`config.mk`:
```
export PLATFORM = sky130hd
export DESIGN_NAME = data_loader_split
export DESIGN_NICKNAME = d
export VERILOG_FILES = /design/src/rtl/data_loader_pkg.sv /design/src/rtl/data_loader_split_fifo.sv /design/src/rtl/data_loader_split.sv
export SDC_FILE = /design/constraint.sdc
export NUM_CORES = 1
export LEC_CHECK = 0
export BUFFER_PORTS_ARGS = -buffer_cell sky130_fd_sc_hd__buf_2
export CAP_MARGIN = 20
export CORE_ASPECT_RATIO = 0.9
export CORE_UTILIZATION = 25
export CTS_CLUSTER_DIAMETER = 40
export CTS_CLUSTER_SIZE = 10
export DETAILED_ROUTE_END_ITERATION = 8
export HOLD_SLACK_MARGIN = 0.08
export MAX_ROUTING_LAYER = met4
export PLACE_DENSITY_LB_ADDON = 0.12
export SLEW_MARGIN = 20
export SYNTH_ARGS = -nofsm -noshare
export SYNTH_HDL_FRONTEND = slang
export SYNTH_SLANG_ARGS = --single-unit
```
`constraint.sdc`:
```
create_clock -name clk_74a -period 2.85 [get_ports clk_74a]
set_input_delay 0.57 -clock clk_74a [delete_from_list [all_inputs] [get_ports clk_74a]]
set_output_delay 0.57 -clock clk_74a [all_outputs]
set_load 0.01 [all_outputs]
```
`src/rtl/data_loader_pkg.sv`:
```
// -----------------------------------------------------------------------------
// data_loader_pkg
// Shared definitions for the data_loader_split bridge write sink:
//   - FSM state encodings (IDLE / EMIT)
//   - normalise_bytes(): reorders a 32-bit bridge word into b3..b2..b1..b0
//   - helpers deriving words-per-entry and word-index width from the
//     output word size, plus legality checks used at elaboration
// -----------------------------------------------------------------------------
package data_loader_pkg;

    localparam logic [0:0] ST_IDLE = 1'b0;
    localparam logic [0:0] ST_EMIT = 1'b1;

    // Bytes of one captured bridge write, lowest-addressed byte in b0.
    typedef struct packed {
        logic [7:0] b3;
        logic [7:0] b2;
        logic [7:0] b1;
        logic [7:0] b0;
    } entry_bytes_t;

    // little=1: data[7:0] is byte 0. little=0: data[31:24] is byte 0.
    function automatic entry_bytes_t normalise_bytes(input logic [31:0] data,
                                                     input logic        little);
        entry_bytes_t b;
        if (little) begin
            b = data;
        end else begin
            b = {data[7:0], data[15:8], data[23:16], data[31:24]};
        end
        return b;
    endfunction

    function automatic int unsigned words_per_entry(input int unsigned word_bytes);
        return (word_bytes == 0) ? 1 : (4 / word_bytes);
    endfunction

    function automatic int unsigned index_bits(input int unsigned word_bytes);
        int unsigned bits;
        case (word_bytes)
            1:       bits = 2;
            2:       bits = 1;
            default: bits = 0;
        endcase
        return bits;
    endfunction

    function automatic bit legal_word_size(input int unsigned word_bytes);
        return (word_bytes == 1) || (word_bytes == 2) || (word_bytes == 4);
    endfunction

    function automatic bit legal_fifo_depth(input int unsigned depth);
        return (depth >= 2) && ((depth & (depth - 1)) == 0);
    endfunction

endpackage

```
`src/rtl/data_loader_split_fifo.sv`:
```
// -----------------------------------------------------------------------------
// data_loader_fifo
// Synchronous FIFO with asynchronous active-high reset.
// Ports:
//   clk_i    clock
//   rst_i    asynchronous reset, active-high (empties the FIFO)
//   push_i   write data_i; accepted when not full, or when full and a pop
//            happens on the same edge
//   data_i   entry to write
//   pop_i    remove the head entry (ignored when empty)
//   data_o   head entry (valid while !empty_o)
//   full_o   DEPTH entries stored
//   empty_o  no entries stored
// -----------------------------------------------------------------------------
module data_loader_fifo #(
    parameter int unsigned WIDTH = 46,
    parameter int unsigned DEPTH = 4
) (
    input  logic             clk_i,
    input  logic             rst_i,
    input  logic             push_i,
    input  logic [WIDTH-1:0] data_i,
    input  logic             pop_i,
    output logic [WIDTH-1:0] data_o,
    output logic             full_o,
    output logic             empty_o
);

    localparam int unsigned PTR_W = $clog2(DEPTH);

    logic [WIDTH-1:0] mem_q [DEPTH];
    logic [PTR_W-1:0] wr_ptr_q, wr_ptr_d;
    logic [PTR_W-1:0] rd_ptr_q, rd_ptr_d;
    logic [PTR_W:0]   count_q, count_d;
    logic             do_push;
    logic             do_pop;

    assign full_o  = (count_q == (PTR_W+1)'(DEPTH));
    assign empty_o = (count_q == '0);
    assign data_o  = mem_q[rd_ptr_q];

    assign do_pop  = pop_i && !empty_o;
    // When full, the slot being written is the one being popped this edge;
    // the head is read combinationally before the edge, so this is safe.
    assign do_push = push_i && (!full_o || do_pop);

    always_comb begin
        wr_ptr_d = wr_ptr_q;
        rd_ptr_d = rd_ptr_q;
        count_d  = count_q;
        if (do_push) begin
            wr_ptr_d = wr_ptr_q + PTR_W'(1);
        end
        if (do_pop) begin
            rd_ptr_d = rd_ptr_q + PTR_W'(1);
        end
        case ({do_push, do_pop})
            2'b10:   count_d = count_q + (PTR_W+1)'(1);
            2'b01:   count_d = count_q - (PTR_W+1)'(1);
            default: count_d = count_q;
        endcase
    end

    always_ff @(posedge clk_i or posedge rst_i) begin
        if (rst_i) begin
            wr_ptr_q <= '0;
            rd_ptr_q <= '0;
            count_q  <= '0;
        end else begin
            wr_ptr_q <= wr_ptr_d;
            rd_ptr_q <= rd_ptr_d;
            count_q  <= count_d;
        end
    end

    // Storage needs no reset: contents are only observed through count_q.
    always_ff @(posedge clk_i) begin
        if (do_push) begin
            mem_q[wr_ptr_q] <= data_i;
        end
    end

endmodule

```
`src/rtl/data_loader_split.sv`:
```
// -----------------------------------------------------------------------------
// data_loader_split
// APF bridge write sink. Captures 32-bit bridge writes whose address falls in
// the 256 MB region selected by ADDRESS_MASK_UPPER_4, buffers them in a FIFO,
// and replays each one as 1, 2 or 4 narrower memory writes over a
// valid/ready handshake so slow memories can stall without losing data.
// Ports:
//   clk_74a               bridge clock (only clock)
//   reset                 asynchronous reset, active-high
//   bridge_wr             bridge write strobe, one cycle per 32-bit write
//   bridge_endian_little  1: bridge_wr_data[7:0] is byte 0; 0: [31:24] is byte 0
//   bridge_addr           bridge byte address
//   bridge_wr_data        bridge write data
//   write_en              output word valid
//   write_addr            output word address (byte address / word size)
//   write_data            output word, lowest-addressed byte in [7:0]
//   write_ready           memory accepts the word when write_en && write_ready
//   busy                  FIFO non-empty or an output word pending
//   overflow              sticky: a matching write was dropped (reset clears)
// -----------------------------------------------------------------------------
module data_loader_split
    import data_loader_pkg::*;
#(
    parameter logic [3:0]  ADDRESS_MASK_UPPER_4 = 4'h0,
    parameter int unsigned ADDRESS_SIZE         = 14,
    parameter int unsigned OUTPUT_WORD_SIZE     = 2,
    parameter int unsigned FIFO_DEPTH           = 4
) (
    input  logic                          clk_74a,
    input  logic                          reset,
    input  logic                          bridge_wr,
    input  logic                          bridge_endian_little,
    input  logic [31:0]                   bridge_addr,
    input  logic [31:0]                   bridge_wr_data,
    output logic                          write_en,
    output logic [ADDRESS_SIZE-1:0]       write_addr,
    output logic [8*OUTPUT_WORD_SIZE-1:0] write_data,
    input  logic                          write_ready,
    output logic                          busy,
    output logic                          overflow
);

    localparam int unsigned WORDS_PER_ENTRY = words_per_entry(OUTPUT_WORD_SIZE);
    localparam int unsigned INDEX_BITS      = index_bits(OUTPUT_WORD_SIZE);
    localparam int unsigned IDX_W           = (INDEX_BITS == 0) ? 1 : INDEX_BITS;
    localparam int unsigned WORD_W          = 8 * OUTPUT_WORD_SIZE;
    localparam int unsigned ENTRY_W         = ADDRESS_SIZE + 32;
    localparam logic [IDX_W-1:0] LAST_IDX   = IDX_W'(WORDS_PER_ENTRY - 1);

    generate
        if (!legal_word_size(OUTPUT_WORD_SIZE)) begin : g_bad_word_size
            $error("data_loader_split: OUTPUT_WORD_SIZE must be 1, 2 or 4");
        end
        if (!legal_fifo_depth(FIFO_DEPTH)) begin : g_bad_fifo_depth
            $error("data_loader_split: FIFO_DEPTH must be a power of 2 and >= 2");
        end
    endgenerate

    // Word k of an entry sits at bits [k*W+W-1 : k*W] of b3..b0.
    function automatic logic [WORD_W-1:0] pick_word(input logic [31:0]      bytes,
                                                     input logic [IDX_W-1:0] k);
        return WORD_W'(bytes >> (int'(k) * WORD_W));
    endfunction

    // {entry_addr, k} truncated to ADDRESS_SIZE; wraps silently.
    function automatic logic [ADDRESS_SIZE-1:0] make_addr(input logic [ADDRESS_SIZE-1:0] ea,
                                                          input logic [IDX_W-1:0]        k);
        return ADDRESS_SIZE'(({2'b00, ea} << INDEX_BITS) | (ADDRESS_SIZE+2)'(k));
    endfunction

    // Capture side
    logic                    match;
    logic                    fifo_push;
    logic                    fifo_pop;
    logic                    fifo_full;
    logic                    fifo_empty;
    logic [ENTRY_W-1:0]      fifo_wdata;
    logic [ENTRY_W-1:0]      fifo_rdata;
    logic [ADDRESS_SIZE-1:0] fifo_addr;
    logic [31:0]             fifo_bytes;
    logic                    unused_addr;

    assign match       = bridge_wr && (bridge_addr[31:28] == ADDRESS_MASK_UPPER_4);
    assign fifo_push   = match;
    assign fifo_wdata  = {bridge_addr[ADDRESS_SIZE+1:2],
                          normalise_bytes(bridge_wr_data, bridge_endian_little)};
    assign fifo_addr   = fifo_rdata[ENTRY_W-1:32];
    assign fifo_bytes  = fifo_rdata[31:0];
    assign unused_addr = ^bridge_addr;

    data_loader_fifo #(
        .WIDTH (ENTRY_W),
        .DEPTH (FIFO_DEPTH)
    ) u_fifo (
        .clk_i   (clk_74a),
        .rst_i   (reset),
        .push_i  (fifo_push),
        .data_i  (fifo_wdata),
        .pop_i   (fifo_pop),
        .data_o  (fifo_rdata),
        .full_o  (fifo_full),
        .empty_o (fifo_empty)
    );

    // Emit side
    logic [0:0]              state_q, state_d;
    logic [IDX_W-1:0]        idx_q, idx_d;
    logic [31:0]             bytes_q, bytes_d;
    logic [ADDRESS_SIZE-1:0] eaddr_q, eaddr_d;
    logic                    write_en_q, write_en_d;
    logic [ADDRESS_SIZE-1:0] write_addr_q, write_addr_d;
    logic [WORD_W-1:0]       write_data_q, write_data_d;
    logic                    overflow_q, overflow_d;
    logic                    load_new;
    logic                    load_next;
    logic [31:0]             src_bytes;
    logic [ADDRESS_SIZE-1:0] src_addr;
    logic [IDX_W-1:0]        src_idx;

    always_comb begin
        state_d      = state_q;
        idx_d        = idx_q;
        bytes_d      = bytes_q;
        eaddr_d      = eaddr_q;
        write_en_d   = write_en_q;
        write_addr_d = write_addr_q;
        write_data_d = write_data_q;
        load_new     = 1'b0;
        load_next    = 1'b0;

        case (state_q)
            ST_IDLE: begin
                if (!fifo_empty) begin
                    load_new = 1'b1;
                end
            end
            ST_EMIT: begin
                if (write_ready) begin
                    if (idx_q != LAST_IDX) begin
                        load_next = 1'b1;
                    end else if (!fifo_empty) begin
                        // Chain straight into the next entry: no idle cycle.
                        load_new = 1'b1;
                    end else begin
                        write_en_d = 1'b0;
                        state_d    = ST_IDLE;
                    end
                end
            end
            default: begin
                state_d = ST_IDLE;
            end
        endcase

        fifo_pop  = load_new;
        src_bytes = load_new ? fifo_bytes : bytes_q;
        src_addr  = load_new ? fifo_addr : eaddr_q;
        src_idx   = load_new ? '0 : (idx_q + IDX_W'(1));

        if (load_new || load_next) begin
            bytes_d      = src_bytes;
            eaddr_d      = src_addr;
            idx_d        = src_idx;
            write_en_d   = 1'b1;
            write_addr_d = make_addr(src_addr, src_idx);
            write_data_d = pick_word(src_bytes, src_idx);
            state_d      = ST_EMIT;
        end

        overflow_d = overflow_q | (match && fifo_full && !fifo_pop);
    end

    always_ff @(posedge clk_74a or posedge reset) begin
        if (reset) begin
            state_q      <= ST_IDLE;
            idx_q        <= '0;
            bytes_q      <= '0;
            eaddr_q      <= '0;
            write_en_q   <= 1'b0;
            write_addr_q <= '0;
            write_data_q <= '0;
            overflow_q   <= 1'b0;
        end else begin
            state_q      <= state_d;
            idx_q        <= idx_d;
            bytes_q      <= bytes_d;
            eaddr_q      <= eaddr_d;
            write_en_q   <= write_en_d;
            write_addr_q <= write_addr_d;
            write_data_q <= write_data_d;
            overflow_q   <= overflow_d;
        end
    end

    assign write_en   = write_en_q;
    assign write_addr = write_addr_q;
    assign write_data = write_data_q;
    assign overflow   = overflow_q;
    assign busy       = !fifo_empty || write_en_q;

endmodule

```
==> results of run 1 <==
-- cells by family (layout without fill, tap and decap cells) --
kind of cell	count (synthesis)	after routing
fa+ha+maj	6	6
simple gates	43	43
other cells	0	1
xor+xnor	6	6
compound gates	41	41
buf+inv	40	201
flops	236	236
mux	108	108
-- state kept, by name, summed over array words and instances (netlist names), named ones only --
register and flops:
bytes_q 16, overflow 1, state_q 1, u_fifo.count_q 3, u_fifo.mem_q 180, u_fifo.rd_ptr_q 2, u_fifo.wr_ptr_q 2, write_addr 1
write_data 16, write_en 1
-- cell type report --
class                   instances  area [um2]
fillers                      3632       25200
inverters                      10        37.5
clock buffers                  55        1150
multi-input cells             204        2530
flip-flops and latches        236        6810
clock inverters                25         287
repair buffers                111         793
diodes                          1        2.50
well taps                     483         604
-- worst max-delay path by stage --
stage	slack, ns	from	endpoint	cells past startpoint
after floorplan	0.26	bridge_addr[28]	u_fifo.mem_q[0][0]	3
after global placement	0.17	bridge_addr[28]	u_fifo.mem_q[2][23]	6
after detailed placement	0.16	bridge_addr[28]	u_fifo.mem_q[2][22]	6
after CTS	0.26	u_fifo.count_q[2]	busy	3
after global routing	0.21	u_fifo.count_q[2]	busy	3
final	0.31	u_fifo.count_q[2]	busy	3
-- stage by stage --
step	util [%]	cell area, um2
floorplan	-	9520
global placement	28.8	10800
detailed placement	28.8	10800
CTS	32.7	12200
global route	32.7	12200
finish	32.7	12200
-- cell usage after synthesis (2+ instances only) --
library cell / n / area (um2)
ha_1: 5 / 62.6
a22o_1: 5 / 43.8
buf_4: 7 / 52.6
xor2_1: 2 / 17.5
a31o_2: 11 / 96.3
a221o_1: 16 / 160
xnor2_1: 4 / 35.0
and2_2: 4 / 30.0
buf_2: 10 / 50.1
nor2b_1: 12 / 75.1
nand2b_1: 2 / 12.5
and3_1: 16 / 100
nand3_1: 2 / 10.0
nor2_1: 3 / 11.3
mux2_2: 61 / 687
clkbuf_1: 9 / 33.8
dfrtp_1: 56 / 1400
edfxtp_1: 180 / 5410
buf_1: 4 / 15.0
mux4_2: 45 / 1010
inv_1: 10 / 37.5
-- report_power, final --
part           switching, uW  internal (uW)  total, uW
logic                   1390           1540       2940
clock network           1730           3250       4980
registers                385           4190       4580
total                   3510           8990      12500
-- worst max-delay path, delay by kind of cell, from the launching register on --
| kind | cells | cell delay, ns |
|---|---|---|
| simple gates | 2 | 0.88 |
| flops | 1 | 0.44 |
| buf+inv | 1 | 0.14 |
-- metal layers --
layer | vias to the layer above | GRT usage [%] | part of all wire (%)
li1 | 2223 | - | -
met5 | - | - | 0
met4 | 0 | 3.87 | 2.1
met2 | 100 | 19.1 | 47
met3 | 42 | 3.06 | 4.6
met1 | 2563 | 16.2 | 46
==> qor.yml, run 1 <==
status:
  status: "complete, no violations"
clocking:
  max-clock-path-buffers: 3
  clk_pin_slew_ns: 0.05
  cts_resized: 0
  cts_made_buffers: 43
  cts_sinks: 236
  cts_setup_buffers: 0
  clk_latency_ns: 0.53
  htree_levels: 2
  ctsHoldBuffers: 0
  tritoncts: "yes"
  cts_root_buffer: "clkbuf_16"
global_routing:
  grt_pass1_wl_um: 35000
  overflow: 0
  grt_max_degree: 33
  grt_pass1_vias: 5491
  grt_antenna_before_repair: 1
  track_usage_pct: 12.5
critical_path:
  critPathSlowestCell: "or3_4"
  rr_worst_depth: 9
  cp_cell_sequence: "or3_4 > or2_2 > buf_2"
  timing.rr.start: "write_addr[0]"
  cp_max_fo: 24
  ff2ff_setup_slack_ns: 0.68
  critPathRequiredTime_ns: 2.28
  startpoint_type: "register"
  crit_arrival_ns: 1.97
  critical_path_class: "register to output pin"
  crit_path_end_kind: "output pin"
  max_stage_delay_ns: 0.56
  timing.rr.end: "u_fifo.count_q[2]"
routing:
  drc: 0
  via_per_inst: 4.38
  postRouteAntennaNets: 0
  drtIter0Drc: 235
  vias: 4928
  drt_wl_total_um: 22700
  routedWlPerCell_um: 20.2
  dr.pass1.iters: 4
floorplanning:
  dieArea_um2: 38900
  core_area_um2: 37400
  initial_core_util_pct: 25.5
  fp-row-count: 67
  die_w_um: 208
  io_pins: 102
  die_y_um: 187
timing:
  drv_slew: 0
  hold_viol: 0
  final.setup.worst_slack_ns: 0.308
  hold_ws_ns: 0.143
  finClkSkew_ns: 0.0177
  fmax_mhz: 393
  grt_setup_unrepaired: "no"
  finalSetupTns_ns: 0
  fin_crit_sh_pct: 89.2
  worstMarginPinSlew_ns: 0.886
  relSlewSlack_pct: 40.9
  period_needed_ns: 2.54
  setup_viol: 0
power_and_ir_drop:
  peakVddDrop_uv: 376
  power.density_nw_per_um2: 1020
  totalPowerFinal_uw: 12500
  p_leak_uw: 0.00442
synthesis:
  avgSynthCellArea_um2: 19.8
  synth_compound_area_share_pct: 4.10
  synth-seq-cells: 236
  synth_flop_cell: "edfxtp_1"
  synth.net_count: 555
  synth_fa_ha_area_share_pct: 0.867
  ys_warn_count: 0
  synth_top_family_by_area: "multiplexers"
  yosys.area_share.simple_pct: 2.88
  ys_seq_area_share_pct: 71.5
  synth_edf_count: 180
  ys_async_sr_fraction_pct: 23.7
  synth_xor_xnor_area_share_pct: 0.552
  synthMuxAreaShare_pct: 18.1
  synth_cell_types: 37
  syn_inst: 480
  netlist_area_um2: 9520
place:
  dp_cells: 1044
  hpwl_um: 14600
  gp_congestion: 0.703
  dp_slack_ns: 0.165
  io_buffers: 86
final_layout:
  syn_to_final_growth_pct: 28.3
  drive_gt1_share_pct: 49.0
  final_common_cell: "edfxtp_1"
  final_cell_mix: "edfxtp_1, buf_2, mux2_2, dfrtp_1, mux4_2"
  final_cells: 1125
  num-nets-final: 681
flow_run:
  cap_violations: 0
min_path:
  hp-class: "input pin to asynchronous set/reset pin"
No activity file was read; power rests on OpenSTA's default activity.
==> run 2, diff against run 1 <==
- SYNTH_HIERARCHICAL: unset -> 1
- clock period: 2.85 -> 2.51 ns (I/O delays scaled with it)
==> run 2 against run 1 <==
Compared with the run above: sequential power grew 17%; worst hold slack better by 0.051 ns; area after synthesis up 1.5%; non-clock buffer count down 3; flip-flop and latch count grew 5; clock power rose by 30%; critical path depth increased by 9; clock skew is 0.0046 ns higher; die area grew 1.5%; register-to-register slack worse by 0.52 ns; synthesized cell count grew 19%.
==> qor.yml, run 2 <==
status:
  status: "complete, no violations"
critical_path:
  crit_arrival_ns: 2.78  # +0.81 ns
  critPathTopFamily: "adder cells"
  critPathRequiredTime_ns: 2.94  # +0.66 ns
  cp_num_cells: 12  # +9
  timing.rr.start: "u_fifo/count_q[0]"
  ff2ff_setup_slack_ns: 0.16  # -0.52 ns
  critPathSlowestCell: "dfrtp_1"
  timing.rr.end: "u_fifo/count_q[2]"
  worst-path-buf-inv: 4  # +3
  max_stage_delay_ns: 0.43  # -0.13 ns
  rr_worst_depth: 12  # +3
  cp_cell_sequence: "nor3_2 > inv_2 > nand2_4 > inv_2 > o21a_4 > inv_1 > ha_1 > inv_1 > fa_1 > xor2_1 > nor2_1 > xor2_1"
  cp_max_fo: 9  # -63%
  startpoint_type: "register"
  critical_path_class: "register to register"
  crit_path_end_kind: "register"
timing:
  drv_slew: 0  # unchanged
  finalSetupTns_ns: 0  # unchanged
  grt_setup_unrepaired: "no"
  setup_viol: 0  # unchanged
  hold_viol: 0  # unchanged
  hold_ws_ns: 0.195  # +0.0515 ns
  period_needed_ns: 2.35
  worstMarginPinSlew_ns: 0.664  # -0.222 ns
  finClkSkew_ns: 0.0223  # +0.00464 ns
  fmax_mhz: 426
  relSlewSlack_pct: 55.8  # +15 points
  fin_crit_sh_pct: 93.5
power_and_ir_drop:
  p_leak_uw: 0.00471  # +6.5%
  peakVddDrop_uv: 459  # +22%
  power.density_nw_per_um2: 1220  # +19%
clocking:
  max-clock-path-buffers: 3  # unchanged
  clk_pin_slew_ns: 0.05  # about the same
  tritoncts: "yes"
  cts_made_buffers: 43  # unchanged
  htree_levels: 2  # unchanged
  clk_latency_ns: 0.53  # about the same
  cts_sinks: 241  # +2.1%
  cts_root_buffer: "clkbuf_16"
routing:
  vias: 5256  # +6.7%
  wl_met2_um: 11400  # +5.8%
  top_layer: "met4"
  postRouteAntennaNets: 0  # unchanged
  drt_wl_total_um: 22700  # -0.14%
  met3_length_um: 827  # -20%
  routedWlPerCell_um: 18.7  # -7.2%
  dr.pass1.iters: 4  # unchanged
  m1WireLength_um: 9990  # -4.4%
  via_per_inst: 4.34  # -0.92%
  drtIter0Drc: 151  # -36%
  drc: 0  # unchanged
synthesis:
  avgSynthCellArea_um2: 16.9  # -15%
  synth.net_count: 646  # +16%
  syn_inst: 571  # +19%
  netlist_area_um2: 9660  # +1.5%
  ys_warn_count: 6  # +6
place:
  gp_congestion: 0.767  # +9.1%
  hpwl_um: 13300  # -9.0%
  io_buffers: 86  # unchanged
global_routing:
  track_usage_pct: 12.2  # -0.25 points
  grt_pass1_vias: 5825  # +6.1%
  grt_max_degree: 55  # +67%
  grt_antenna_before_repair: 0  # -1
  grt_pass1_wl_um: 35000  # unchanged
  overflow: 0  # unchanged
min_path:
  min-delay-start: "bridge_addr[2]"
  hp-class: "input pin to register"
  hold_end: "u_fifo/mem_q[1][32]"
  hold_depth: 1
floorplanning:
  core_area_um2: 37600  # +0.67%
  io_pins: 102  # unchanged
  die_w_um: 209  # +0.75%
  dieArea_um2: 39400  # +1.5%
  initial_core_util_pct: 25.7  # +0.21 points
  die_y_um: 189  # +0.75%
  fp-row-count: 67  # unchanged
final_layout:
  fill_cells: 3610  # -0.61%
  syn_to_final_growth_pct: 28.2  # about the same
  num-nets-final: 769  # +13%
  max_flop_register: "u_fifo/mem_q"
  largest_reg_flops: 180  # unchanged
  regArea_um2: 6940  # +1.8%
  multi_input_area_um2: 2520  # -0.25%
  final_common_cell: "edfxtp_1"
  fin_util_pct: 32.9  # +0.25 points
  drive_gt1_share_pct: 37.1  # -12 points
  antennaDiodeCount: 0  # -1
  final_cell_mix: "edfxtp_1, nand2_1, buf_2, dfrtp_1, mux4_2"
flow_run:
  cap_violations: 0  # unchanged
-- run 2: routing by layer --
layer | vias to the layer above | global-route usage [%]
li1 | 2405 | -
met1 | 2706 | 14.9
met2 | 102 | 20.3
met3 | 43 | 2.37
met4 | 0 | 4.07
met5 | - | -
-- run 2: what timing repair did --
action | CTS | global route
hold buffers | 1 | 0
buffers inserted | 0 | 0
hold endpoints to repair | 61 | 0
gates resized for setup | 0 | 1
setup endpoints to repair | 0 | 1
-- run 2: worst max path at each step --
stage                       from                end  slack, ns
2_1_floorplan  u_fifo/count_q[0]  u_fifo/count_q[2]       0.08
3_3_place_gp   u_fifo/count_q[0]  u_fifo/count_q[2]       0.08
3_5_place_dp   u_fifo/count_q[0]  u_fifo/count_q[2]       0.07
4_1_cts        u_fifo/count_q[0]  u_fifo/count_q[2]       0.04
5_1_grt        u_fifo/count_q[0]  u_fifo/count_q[2]      0.004
6_report       u_fifo/count_q[0]  u_fifo/count_q[2]       0.16
-- run 2: where the power goes --
part           internal [uW]  total [uW]  switching (uW)
clock network           4500        6460            1950
logic                   1530        3260            1730
registers               4860        5380             515
-- run 2: metrics by stage --
step / worst slack (ns) / instances / total power (uW) / cell area, um2
5_1_grt: 0.00374 / 1211 / 15900 / 12400
6_report: 0.162 / 1211 / 15100 / 12400
3_3_place_gp: 0.0761 / 1131 / 8780 / 10800
4_1_cts: 0.0420 / 1211 / 15400 / 12400
3_5_place_dp: 0.0699 / 1131 / 8830 / 10800
2_1_floorplan: 0.0753 / 571 / 7670 / 9660
-- run 2: layout make-up --
class / instances / share of cell area (%)
Timing Repair Buffer: 108 / 5.43
Sequential cell: 241 / 56.0
Clock inverter: 25 / 3.68
Tap cell: 483 / 4.88
Inverter: 11 / 0.333
Multi-Input combinational cell: 289 / 20.3
Clock buffer: 54 / 9.34
==> run 3, diff against run 2 <==
- CORE_UTILIZATION: 25 -> 58
==> run 3 against run 2 <==
Compared with the run above: global-route usage is 11 points higher; highest routed layer unchanged; combinational power fell by 2%; critical path depth stayed put; power shrank 18%; die area fell by 56%; register-to-register slack gained 0.04 ns; non-clock buffer count is 3 higher.
==> qor.yml, run 3 (synthesis results as in run 2) <==
final_layout:
  drive_gt1_share_pct: 33.8  # -3.3 points
  final_common_cell: "edfxtp_1"
  max_flop_register: "u_fifo/mem_q"
  multi_input_area_um2: 2520  # unchanged
  regArea_um2: 6940  # unchanged
  final_cell_mix: "edfxtp_1, nand2_1, buf_2, dfrtp_1, mux4_2"
  largest_reg_flops: 180  # unchanged
  fin_area_um2: 11300  # -8.5%
  num-nets-final: 759  # -1.3%
  fill_cells: 1089  # -70%
  antennaDiodeCount: 0  # unchanged
  syn_to_final_growth_pct: 17.3
routing:
  routedWlPerCell_um: 20.1  # +7.3%
  m1WireLength_um: 8070  # -19%
  drtIter0Drc: 320  # +110%
  top_layer: "met4"
  dr.pass1.iters: 5  # +1
  via_per_inst: 5.78  # +33%
  drt_wl_total_um: 18400  # -19%
  drc: 0  # unchanged
  wl_met2_um: 8990  # -21%
  met3_length_um: 965  # +17%
  postRouteAntennaNets: 0  # unchanged
  vias: 5282  # +0.49%
place:
  io_buffers: 86  # unchanged
  hpwl_um: 11300  # -15%
  gp_congestion: 0.871  # +13%
  dp_slack_ns: 0.0407  # -0.0292 ns
  dpl-instance-area_um2: 10400  # -3.1%
clocking:
  cts_sinks: 241  # unchanged
  htree_levels: 1  # -1
  max-clock-path-buffers: 3  # unchanged
  clk_pin_slew_ns: 0.05  # about the same
  clk_latency_ns: 0.54  # about the same
  cts_made_buffers: 30  # -30%
  cts_root_buffer: "clkbuf_16"
  tritoncts: "yes"
power_and_ir_drop:
  clkPwrFrac_pct: 30.5  # -12 points
  seq_power_share_pct: 43.6  # +8.0 points
  p_leak_uw: 0.00437  # -7.2%
  comb_power_share_pct: 25.9  # +4.3 points
  p_sw_uw: 3680  # -12%
  p_sw_share_pct: 29.9  # +2.0 points
  peakVddDrop_uv: 1030  # +120%
  power.density_nw_per_um2: 1090  # -11%
  p_int_uw: 8640  # -21%
timing:
  fmax_mhz: 432  # +1.5%
  finClkSkew_ns: 0.0138  # -0.00854 ns
  drv_slew: 0  # unchanged
  grt_setup_unrepaired: "no"
  period_needed_ns: 2.31  # -0.0351 ns
  finalSetupTns_ns: 0  # unchanged
  relSlewSlack_pct: 50.0  # -5.7 points
  fin_crit_sh_pct: 92.1  # -1.4 points
  hold_viol: 0  # unchanged
  setup_viol: 0  # unchanged
  worstMarginPinSlew_ns: 0.747  # +0.0838 ns
  final.setup.worst_slack_ns: 0.197  # +0.0351 ns
floorplanning:
  die_y_um: 124  # -34%
  die_w_um: 138  # -34%
  dieArea_um2: 17200  # -56%
  io_pins: 102  # unchanged
  core_area_um2: 16200  # -57%
  initial_core_util_pct: 59.7  # +34 points
  fp-row-count: 44  # -34%
critical_path:
  cp_max_fo: 7  # -2
  max_stage_delay_ns: 0.42  # about the same
  critPathTopFamily: "adder cells"
  crit_path_end_kind: "register"
  critical_path_class: "register to register"
  worst-path-buf-inv: 4  # unchanged
  cp_cell_sequence: "nor3_2 > inv_2 > nand2_4 > inv_2 > o21a_4 > inv_1 > ha_1 > inv_1 > fa_1 > xor2_1 > nor2_1 > xor2_1"
  crit_arrival_ns: 2.77  # about the same
  startpoint_type: "register"
  critPathRequiredTime_ns: 2.96  # +0.02 ns
  critPathSlowestCell: "dfrtp_1"
global_routing:
  grt_pass1_vias: 5498  # -5.6%
  overflow: 0  # unchanged
  grt_pass1_wl_um: 29800  # -15%
  grt_max_degree: 49  # -11%
  grt_antenna_before_repair: 0  # unchanged
  track_usage_pct: 23.2  # +11 points
flow_run:
  cap_violations: 0  # unchanged
min_path:
  hp-class: "input pin to register"
status:
  status: "complete, no violations"
## run 3: cell types whose count changed in the layout (fill, tap and decap cells not counted), moves of 3 or more
cell / previous run / this run
bufinv_16: 12 / 0
clkbuf_8: 4 / 1
buf_4: 15 / 18
clkbuf_16: 43 / 30
clkbuf_1: 7 / 17
inv_6: 6 / 1
## run 3: per-stage QoR
step	hold slack [ns]	power [uW]	std cells	utilization, %
global placement	0.449	8500	856	64.4
detailed placement	0.456	8610	856	64.4
finish	0.173	12300	914	70.0
global route	0.162	12900	914	70.0
floorplan	0.305	7670	571	-
CTS	0.154	12400	912	69.9
## run 3: worst paths after layout
| path | to | depth (start not counted) | slack, ns | start |
|---|---|---|---|---|
| worst min register to register | overflow | 1 | 0.46 | overflow |
| worst min-delay path | u_fifo/mem_q[0][35] | 1 | 0.17 | bridge_addr[5] |
| worst max-delay path | u_fifo/count_q[2] | 12 | 0.20 | u_fifo/count_q[2] |
| min in group asynchronous | u_fifo/wr_ptr_q[0] | 3 | 0.49 | reset |
| worst max register to register | u_fifo/count_q[2] | 12 | 0.20 | u_fifo/count_q[2] |
| max in group asynchronous | write_data[0] | 4 | 1.44 | reset |
## run 3: final cells by class
type | count | share of cell area [%]
Clock inverter | 7 | 0.464
Sequential cell | 241 | 61.2
Inverter | 11 | 0.364
Multi-Input combinational cell | 289 | 22.2
Clock buffer | 48 | 7.31
Tap cell | 207 | 2.29
Timing Repair Buffer | 111 | 6.14
## run 3: layer usage
layer	up-vias	global-route usage (%)
met5	-	-
met4	0	6.21
met3	31	3.96
met2	173	36.9
met1	2709	31.4
li1	2369	-
## run 3: power groups by stage
stage	registers [uW]	logic, uW	clock network [uW]
after global placement	5410	3080	0
after detailed placement	5440	3170	0
after global routing	5460	3510	3970
after floorplan	5270	2400	0
final	5370	3190	3760
after CTS	5380	3190	3820
## run 3: timing repair
action	4_1_cts	5_1_grt
hold buffers	1	0
gates resized for setup	0	1
setup endpoints to repair	0	1
endpoints found under the hold margin	20	0
buffers inserted	0	2
## run 3: worst reg2reg max path: cells and delay by family (launching register included)
family | cells | cell delay, ns
adder cells (fa/ha/maj) | 2 | 0.56
buffers and inverters | 4 | 0.28
flip-flops | 1 | 0.42
AO/OA/AOI/OAI | 1 | 0.24
AND/OR/NAND/NOR | 3 | 0.43
XOR/XNOR | 2 | 0.30
